[src/rtl/dot_product_seq_if.sv]
// Handshake bundle for dot_product_seq: operand stream in, multiplier link, result stream out.
// "master" is the environment side, "slave" is the sequencer itself.
interface dot_product_seq_if #(
  parameter int ACC_W = 24,
  parameter int CNT_W = 8
);
  logic             in_valid;
  logic             in_ready;
  logic [7:0]       in_a;
  logic [7:0]       in_b;
  logic             in_last;
  logic             mul_start;
  logic [7:0]       mul_a;
  logic [7:0]       mul_b;
  logic             mul_ready;
  logic [15:0]      mul_m;
  logic             out_valid;
  logic             out_ready;
  logic [ACC_W-1:0] out_sum;
  logic [CNT_W-1:0] out_count;
  logic             out_ovf;

  modport master (
    output in_valid, in_a, in_b, in_last, mul_ready, mul_m, out_ready,
    input  in_ready, mul_start, mul_a, mul_b, out_valid, out_sum, out_count, out_ovf
  );

  modport slave (
    input  in_valid, in_a, in_b, in_last, mul_ready, mul_m, out_ready,
    output in_ready, mul_start, mul_a, mul_b, out_valid, out_sum, out_count, out_ovf
  );
endinterface

[src/rtl/dot_product_seq.sv]
// Dot-product sequencer: issues (a,b) pairs one at a time to an external serial multiplier
// and accumulates the returned products into a saturating sum handed off on a result handshake.
module dot_product_seq #(
  parameter int ACC_W = 24,
  parameter int CNT_W = 8
) (
  input logic              clk,
  input logic              rst_n,
  dot_product_seq_if.slave bus
);

  typedef enum logic [1:0] {
    IDLE  = 2'd0,
    ISSUE = 2'd1,
    WAIT  = 2'd2,
    DONE  = 2'd3
  } state_t;

  state_t           state_r;
  state_t           state_s;
  logic [7:0]       a_r;
  logic [7:0]       b_r;
  logic             last_r;
  logic [ACC_W-1:0] acc_r;
  logic [CNT_W-1:0] count_r;
  logic             ovf_r;
  logic             in_ready_r;
  logic             mul_start_r;
  logic             out_valid_r;
  logic             accept_s;
  logic             take_product_s;
  logic             take_result_s;
  logic [ACC_W:0]   acc_sum_s;

  // Carry-out of the widened sum is the overflow indicator; the value clamps to all ones.
  function automatic logic [ACC_W:0] sat_add(input logic [ACC_W-1:0] acc,
                                             input logic [15:0] prod);
    logic [ACC_W:0] sum;
    sum = {1'b0, acc} + {{(ACC_W-15){1'b0}}, prod};
    if (sum[ACC_W]) begin
      return {1'b1, {ACC_W{1'b1}}};
    end else begin
      return sum;
    end
  endfunction

  assign acc_sum_s = sat_add(acc_r, bus.mul_m);

  // Next-state decode; mul_ready only matters while waiting for a product.
  always_comb begin
    state_s        = state_r;
    accept_s       = 1'b0;
    take_product_s = 1'b0;
    take_result_s  = 1'b0;
    case (state_r)
      IDLE: begin
        if (bus.in_valid && in_ready_r) begin
          accept_s = 1'b1;
          state_s  = ISSUE;
        end else begin
          state_s  = IDLE;
        end
      end
      ISSUE: begin
        state_s = WAIT;
      end
      WAIT: begin
        if (bus.mul_ready) begin
          take_product_s = 1'b1;
          state_s        = last_r ? DONE : IDLE;
        end else begin
          state_s        = WAIT;
        end
      end
      DONE: begin
        if (bus.out_ready) begin
          take_result_s = 1'b1;
          state_s       = IDLE;
        end else begin
          state_s       = DONE;
        end
      end
      default: begin
        state_s = IDLE;
      end
    endcase
  end

  // State register.
  always_ff @(posedge clk or negedge rst_n) begin
    if (!rst_n) begin
      state_r <= IDLE;
    end else begin
      state_r <= state_s;
    end
  end

  // Handshake strobes registered from the next state so they line up with the state they describe.
  always_ff @(posedge clk or negedge rst_n) begin
    if (!rst_n) begin
      in_ready_r  <= 1'b1;
      mul_start_r <= 1'b0;
      out_valid_r <= 1'b0;
    end else begin
      in_ready_r  <= (state_s == IDLE);
      mul_start_r <= (state_s == ISSUE);
      out_valid_r <= (state_s == DONE);
    end
  end

  // Operand capture; held so the multiplier sees stable operands until the next accept.
  always_ff @(posedge clk or negedge rst_n) begin
    if (!rst_n) begin
      a_r    <= 8'd0;
      b_r    <= 8'd0;
      last_r <= 1'b0;
    end else if (accept_s) begin
      a_r    <= bus.in_a;
      b_r    <= bus.in_b;
      last_r <= bus.in_last;
    end
  end

  // Accumulator, pair counter and sticky overflow; cleared when the result is consumed.
  always_ff @(posedge clk or negedge rst_n) begin
    if (!rst_n) begin
      acc_r   <= {ACC_W{1'b0}};
      count_r <= {CNT_W{1'b0}};
      ovf_r   <= 1'b0;
    end else if (take_result_s) begin
      acc_r   <= {ACC_W{1'b0}};
      count_r <= {CNT_W{1'b0}};
      ovf_r   <= 1'b0;
    end else if (take_product_s) begin
      acc_r <= acc_sum_s[ACC_W-1:0];
      if (&count_r) begin
        count_r <= count_r;
      end else begin
        count_r <= count_r + {{(CNT_W-1){1'b0}}, 1'b1};
      end
      ovf_r <= ovf_r | acc_sum_s[ACC_W] | (&count_r);
    end
  end

  assign bus.in_ready  = in_ready_r;
  assign bus.mul_start = mul_start_r;
  assign bus.mul_a     = a_r;
  assign bus.mul_b     = b_r;
  assign bus.out_valid = out_valid_r;
  assign bus.out_sum   = acc_r;
  assign bus.out_count = count_r;
  assign bus.out_ovf   = ovf_r;

endmodule
[src/flat_wrapper.sv]
// flat-port wrapper written by rule: the top's interface ports become plain ports
module dot_product_seq_flat 
#(
  parameter int ACC_W = 24,
  parameter int CNT_W = 8
)
  (clk, rst_n, bus_in_valid, bus_in_a, bus_in_b, bus_in_last, bus_mul_ready, bus_mul_m, bus_out_ready, bus_in_ready, bus_mul_start, bus_mul_a, bus_mul_b, bus_out_valid, bus_out_sum, bus_out_count, bus_out_ovf);
  dot_product_seq_if #(.ACC_W(ACC_W), .CNT_W(CNT_W)) bus_i ();
  input logic clk;
  input logic rst_n;
  input wire logic [$bits(bus_i.in_valid)-1:0] bus_in_valid;
  input wire logic [$bits(bus_i.in_a)-1:0] bus_in_a;
  input wire logic [$bits(bus_i.in_b)-1:0] bus_in_b;
  input wire logic [$bits(bus_i.in_last)-1:0] bus_in_last;
  input wire logic [$bits(bus_i.mul_ready)-1:0] bus_mul_ready;
  input wire logic [$bits(bus_i.mul_m)-1:0] bus_mul_m;
  input wire logic [$bits(bus_i.out_ready)-1:0] bus_out_ready;
  output wire logic [$bits(bus_i.in_ready)-1:0] bus_in_ready;
  output wire logic [$bits(bus_i.mul_start)-1:0] bus_mul_start;
  output wire logic [$bits(bus_i.mul_a)-1:0] bus_mul_a;
  output wire logic [$bits(bus_i.mul_b)-1:0] bus_mul_b;
  output wire logic [$bits(bus_i.out_valid)-1:0] bus_out_valid;
  output wire logic [$bits(bus_i.out_sum)-1:0] bus_out_sum;
  output wire logic [$bits(bus_i.out_count)-1:0] bus_out_count;
  output wire logic [$bits(bus_i.out_ovf)-1:0] bus_out_ovf;
  assign bus_i.in_valid = bus_in_valid;
  assign bus_i.in_a = bus_in_a;
  assign bus_i.in_b = bus_in_b;
  assign bus_i.in_last = bus_in_last;
  assign bus_i.mul_ready = bus_mul_ready;
  assign bus_i.mul_m = bus_mul_m;
  assign bus_i.out_ready = bus_out_ready;
  assign bus_in_ready = bus_i.in_ready;
  assign bus_mul_start = bus_i.mul_start;
  assign bus_mul_a = bus_i.mul_a;
  assign bus_mul_b = bus_i.mul_b;
  assign bus_out_valid = bus_i.out_valid;
  assign bus_out_sum = bus_i.out_sum;
  assign bus_out_count = bus_i.out_count;
  assign bus_out_ovf = bus_i.out_ovf;
  dot_product_seq #(.ACC_W(ACC_W), .CNT_W(CNT_W)) u_core (.clk(clk), .rst_n(rst_n), .bus(bus_i));
endmodule
[config.mk]
export PLATFORM = sky130hd
export DESIGN_NAME = dot_product_seq_flat
export DESIGN_NICKNAME = d
export VERILOG_FILES = /design/src/rtl/dot_product_seq_if.sv /design/src/rtl/dot_product_seq.sv /design/src/flat_wrapper.sv
export SDC_FILE = /design/constraint.sdc
export NUM_CORES = 1
export LEC_CHECK = 0
export ABC_CLOCK_PERIOD_IN_PS = 3300
export BUFFER_PORTS_ARGS = -buffer_cell sky130_fd_sc_hd__buf_2
export CAP_MARGIN = 20
export CORE_MARGIN = 2
export CORE_UTILIZATION = 53
export CTS_CLUSTER_DIAMETER = 200
export DETAILED_ROUTE_END_ITERATION = 16
export PLACE_DENSITY = 0.81
export SLEW_MARGIN = 20
export SYNTH_ARGS = -nofsm -noshare
export SYNTH_HDL_FRONTEND = slang
export SYNTH_SLANG_ARGS = --single-unit
[constraint.sdc]
create_clock -name clk -period 3.3 [get_ports clk]
set_input_delay 0.495 -clock clk [delete_from_list [all_inputs] [get_ports clk]]
set_output_delay 0.495 -clock clk [all_outputs]
set_load 0.02 [all_outputs]
==> impl_metrics.env <==
export IMPL_grtUsageTotal_pct=25.0
export IMPL_drv_slew=0
export IMPL_max_slew_margin_pct=38.2
export IMPL_num_vias=2821
export IMPL_fin_util_pct=64.6
export IMPL_power_per_cell_area_nw_per_um2=990
export IMPL_endpoint_kind="flip-flop"
export IMPL_p_int_uw=2000
export IMPL_finalWirelength_um=7650
export IMPL_fin_tns_setup_ns=0
export IMPL_pwr_share_clk_pct=11.1
export IMPL_die_h_um=81.8
export IMPL_worstSkewPairLatency_ns=0.32
export IMPL_crit_slowest_cell="a221o_2"
export IMPL_n_fill_cell=497
export IMPL_finalClockSkew_ns=0.0128
export IMPL_min_period_ns=2.62
export IMPL_synthCells=315
export IMPL_diodes=0
export IMPL_synth_flop_cell="dfrtp_1"
export IMPL_gp_congestion=0.880
export IMPL_fin_total_pwr_uw=3760
export IMPL_finalCritPeriodShare_pct=79.5
export IMPL_grt_antenna_before_repair=0
export IMPL_synthTopCellsByArea="dfrtp_1, a21oi_1, ha_1"
export IMPL_core_area_um2=5890
export IMPL_ir_worst_vdd_mv=0.544
export IMPL_wl_per_cell_um=16.0
export IMPL_avgViaCountPerCell=5.91
export IMPL_postCtsSetupRepairBufs=0
export IMPL_clk_pin_slew_ns=0.11
export IMPL_drive_above_1_share_pct=33.6
export IMPL_placed_area_um2=3700
export IMPL_avgSynthCellArea_um2=10.2
export IMPL_tightestPinTransition_ns=0.925
export IMPL_seq_area_um2=1380
export IMPL_pwr_share_comb_pct=57.4
export IMPL_fmax_ghz=0.381
export IMPL_ff2ff_path_depth=8
export IMPL_seq_area_frac_synth_pct=42.9
export IMPL_hold_ws_ns=0.264
export IMPL_die_area_um2=6690
export IMPL_synth_edf_count=0
export IMPL_hold_path_class="in -> async"
export IMPL_p_sw_share_pct=46.9
export IMPL_grt_max_degree=38
export IMPL_io_buffers=89
export IMPL_synth_nets=371
export IMPL_ys_warn_count=0
export IMPL_final_nets=457
export IMPL_num_rows=28
export IMPL_yosys_area_top_type_share_pct=42.1
export IMPL_ys_ff_latch=55
export IMPL_synthTopCellsByCount="dfrtp_1, a21oi_1, nand2_1"
export IMPL_setup_violations_final=0
export IMPL_rsz0062_at_grt="false"
export IMPL_hold_viol_final=0
export IMPL_worstPathRequired_ns=3.49
export IMPL_synth_async_reset_ratio_pct=100
export IMPL_hpwlAfterDp_um=5660
export IMPL_cp_data_arrival_time_ns=2.81
export IMPL_timing_max_cap_violations=0
export IMPL_die_x_um=81.8
export IMPL_cts_htree_levels=2
export IMPL_status="finished, final reports clean"
export IMPL_area_delta_synth_final_pct=18.4
export IMPL_cts_hold_buf=0
export IMPL_drt_iter0_drc=135
export IMPL_power_switching_uw=1770
export IMPL_multi_input_area_um2=1750
export IMPL_ios=90
export IMPL_critPathMaxStageDelay_ns=0.45
export IMPL_cts_tree="yes"
export IMPL_cp_max_fo=9
export IMPL_r2r_slack_ns=0.68
export IMPL_grt_pass1_vias=2895
export IMPL_grt_first_pass_wirelength_um=13100
export IMPL_cts_max_path_buffers=2
export IMPL_p_leak_uw=0.00187
export IMPL_start_util_pct=54.5
export IMPL_ys_types=61
export IMPL_ctsResizeCount=0
export IMPL_overflow=0
export IMPL_first_pass_iters=4
export IMPL_critPathLaunchType="flip-flop"
export IMPL_cts_buffers=5
export IMPL_cts_sinks=55
export IMPL_yosysTopAreaCell="dfrtp_1"
export IMPL_synth_most_common_cell="dfrtp_1"
export IMPL_seqPwrFrac_pct=31.6
export IMPL_final_cell_area_um2=3800
export IMPL_remaining_drc_errors=0
export IMPL_final_antenna_net_count=0
export IMPL_worstSetupPathType="reg -> reg"
export IMPL_cts_root_buf="clkbuf_8"
export IMPL_crit_chain="ha_1 > fa_1 > a21o_1 > a221o_2 > nand3_4 > a21oi_2 > nor2_2 > a21oi_1"
export IMPL_syn_area_um2=3210
[cell type report]
class	instances	area share, %
Timing Repair Buffer	92	12.3
Sequential cell	55	36.2
Tap cell	75	2.47
Inverter	3	0.296
Multi-Input combinational cell	244	46.1
Clock buffer	5	1.81
Clock inverter	3	0.823
[worst max-delay path: cells and delay by family, from the launching register on]
kind                       cells  cell delay (ns)
AOI/OAI and AO/OA              4             0.87
adders and majority gates      2             0.66
DFF                            1             0.42
and+or+nand+nor                2             0.54
[logic make-up after synthesis]
family / synth area share (%)
adders and majority gates: 7.25
DFF: 42.9
muxes: 6.90
and+or+nand+nor: 13.4
xor gates and xnor gates: 5.19
AOI/OAI and AO/OA: 21.8
buffers and inverters: 2.53
[path summary, 6_finish.rpt]
path                                         end                   from
hold reg to reg              u_core.bus.mul_a[4]    u_core.bus.mul_a[4]
setup / recovery           u_core.bus.out_sum[3]  u_core.bus.out_sum[0]
hold / removal             u_core.bus.out_sum[3]                  rst_n
setup reg to reg           u_core.bus.out_sum[3]  u_core.bus.out_sum[0]
max in group asynchronous    u_core.bus.in_ready                  rst_n
min in group clk             u_core.bus.mul_b[2]            bus_in_b[2]
[power by group through the flow]
stage                     clock (uW)  sequential (uW)  combinational [uW]
after global routing             459             1230                2380
after detailed placement           0             1200                2150
after floorplan                    0             1470                1300
final                            416             1190                2160
after CTS                        425             1190                2160
after global placement             0             1180                2100
[layout by cell type, fill, tap and decap left out, types with 7 or more instances in the layout]
| cell | count |
|---|---|
| a21oi_1 | 50 |
| dfrtp_1 | 54 |
| and3_1 | 10 |
| buf_2 | 89 |
| a31oi_1 | 9 |
| o21ai_0 | 11 |
| nand2_1 | 20 |
| xnor2_1 | 7 |
| xor2_1 | 12 |
| nor2_1 | 19 |
| ha_1 | 17 |
| mux2_2 | 17 |
[through the flow]
stage	cells	setup WS, ns
after floorplan	315	0.776
after global placement	469	0.593
after detailed placement	469	0.491
after CTS	477	0.665
after global routing	477	0.487
final	477	0.677
[per-layer routing]
layer  routed length (um)  share of wire [%]  GRT usage, %  vias to the layer above
met2                 3790                 50          43.4                       99
met4                  133                1.7          8.50                        0
li1                     -                  -             -                     1346
met5                    0                  0             0                        -
met1                 3230                 42          31.0                     1362
met3                  501                6.5          4.95                       14
[registers in the layout, indices dropped and copies added, names as in the netlist]
signal and count:
u_core.bus.mul_b 8, u_core.bus.mul_a 8, u_core.bus.mul_start 1, u_core.bus.out_valid 1, u_core.last_r 1, u_core.bus.out_count 8, u_core.state_r 2, u_core.bus.in_ready 1
u_core.bus.out_sum 24, u_core.bus.out_ovf 1
Note: power is estimated with default switching activity, not from simulation.
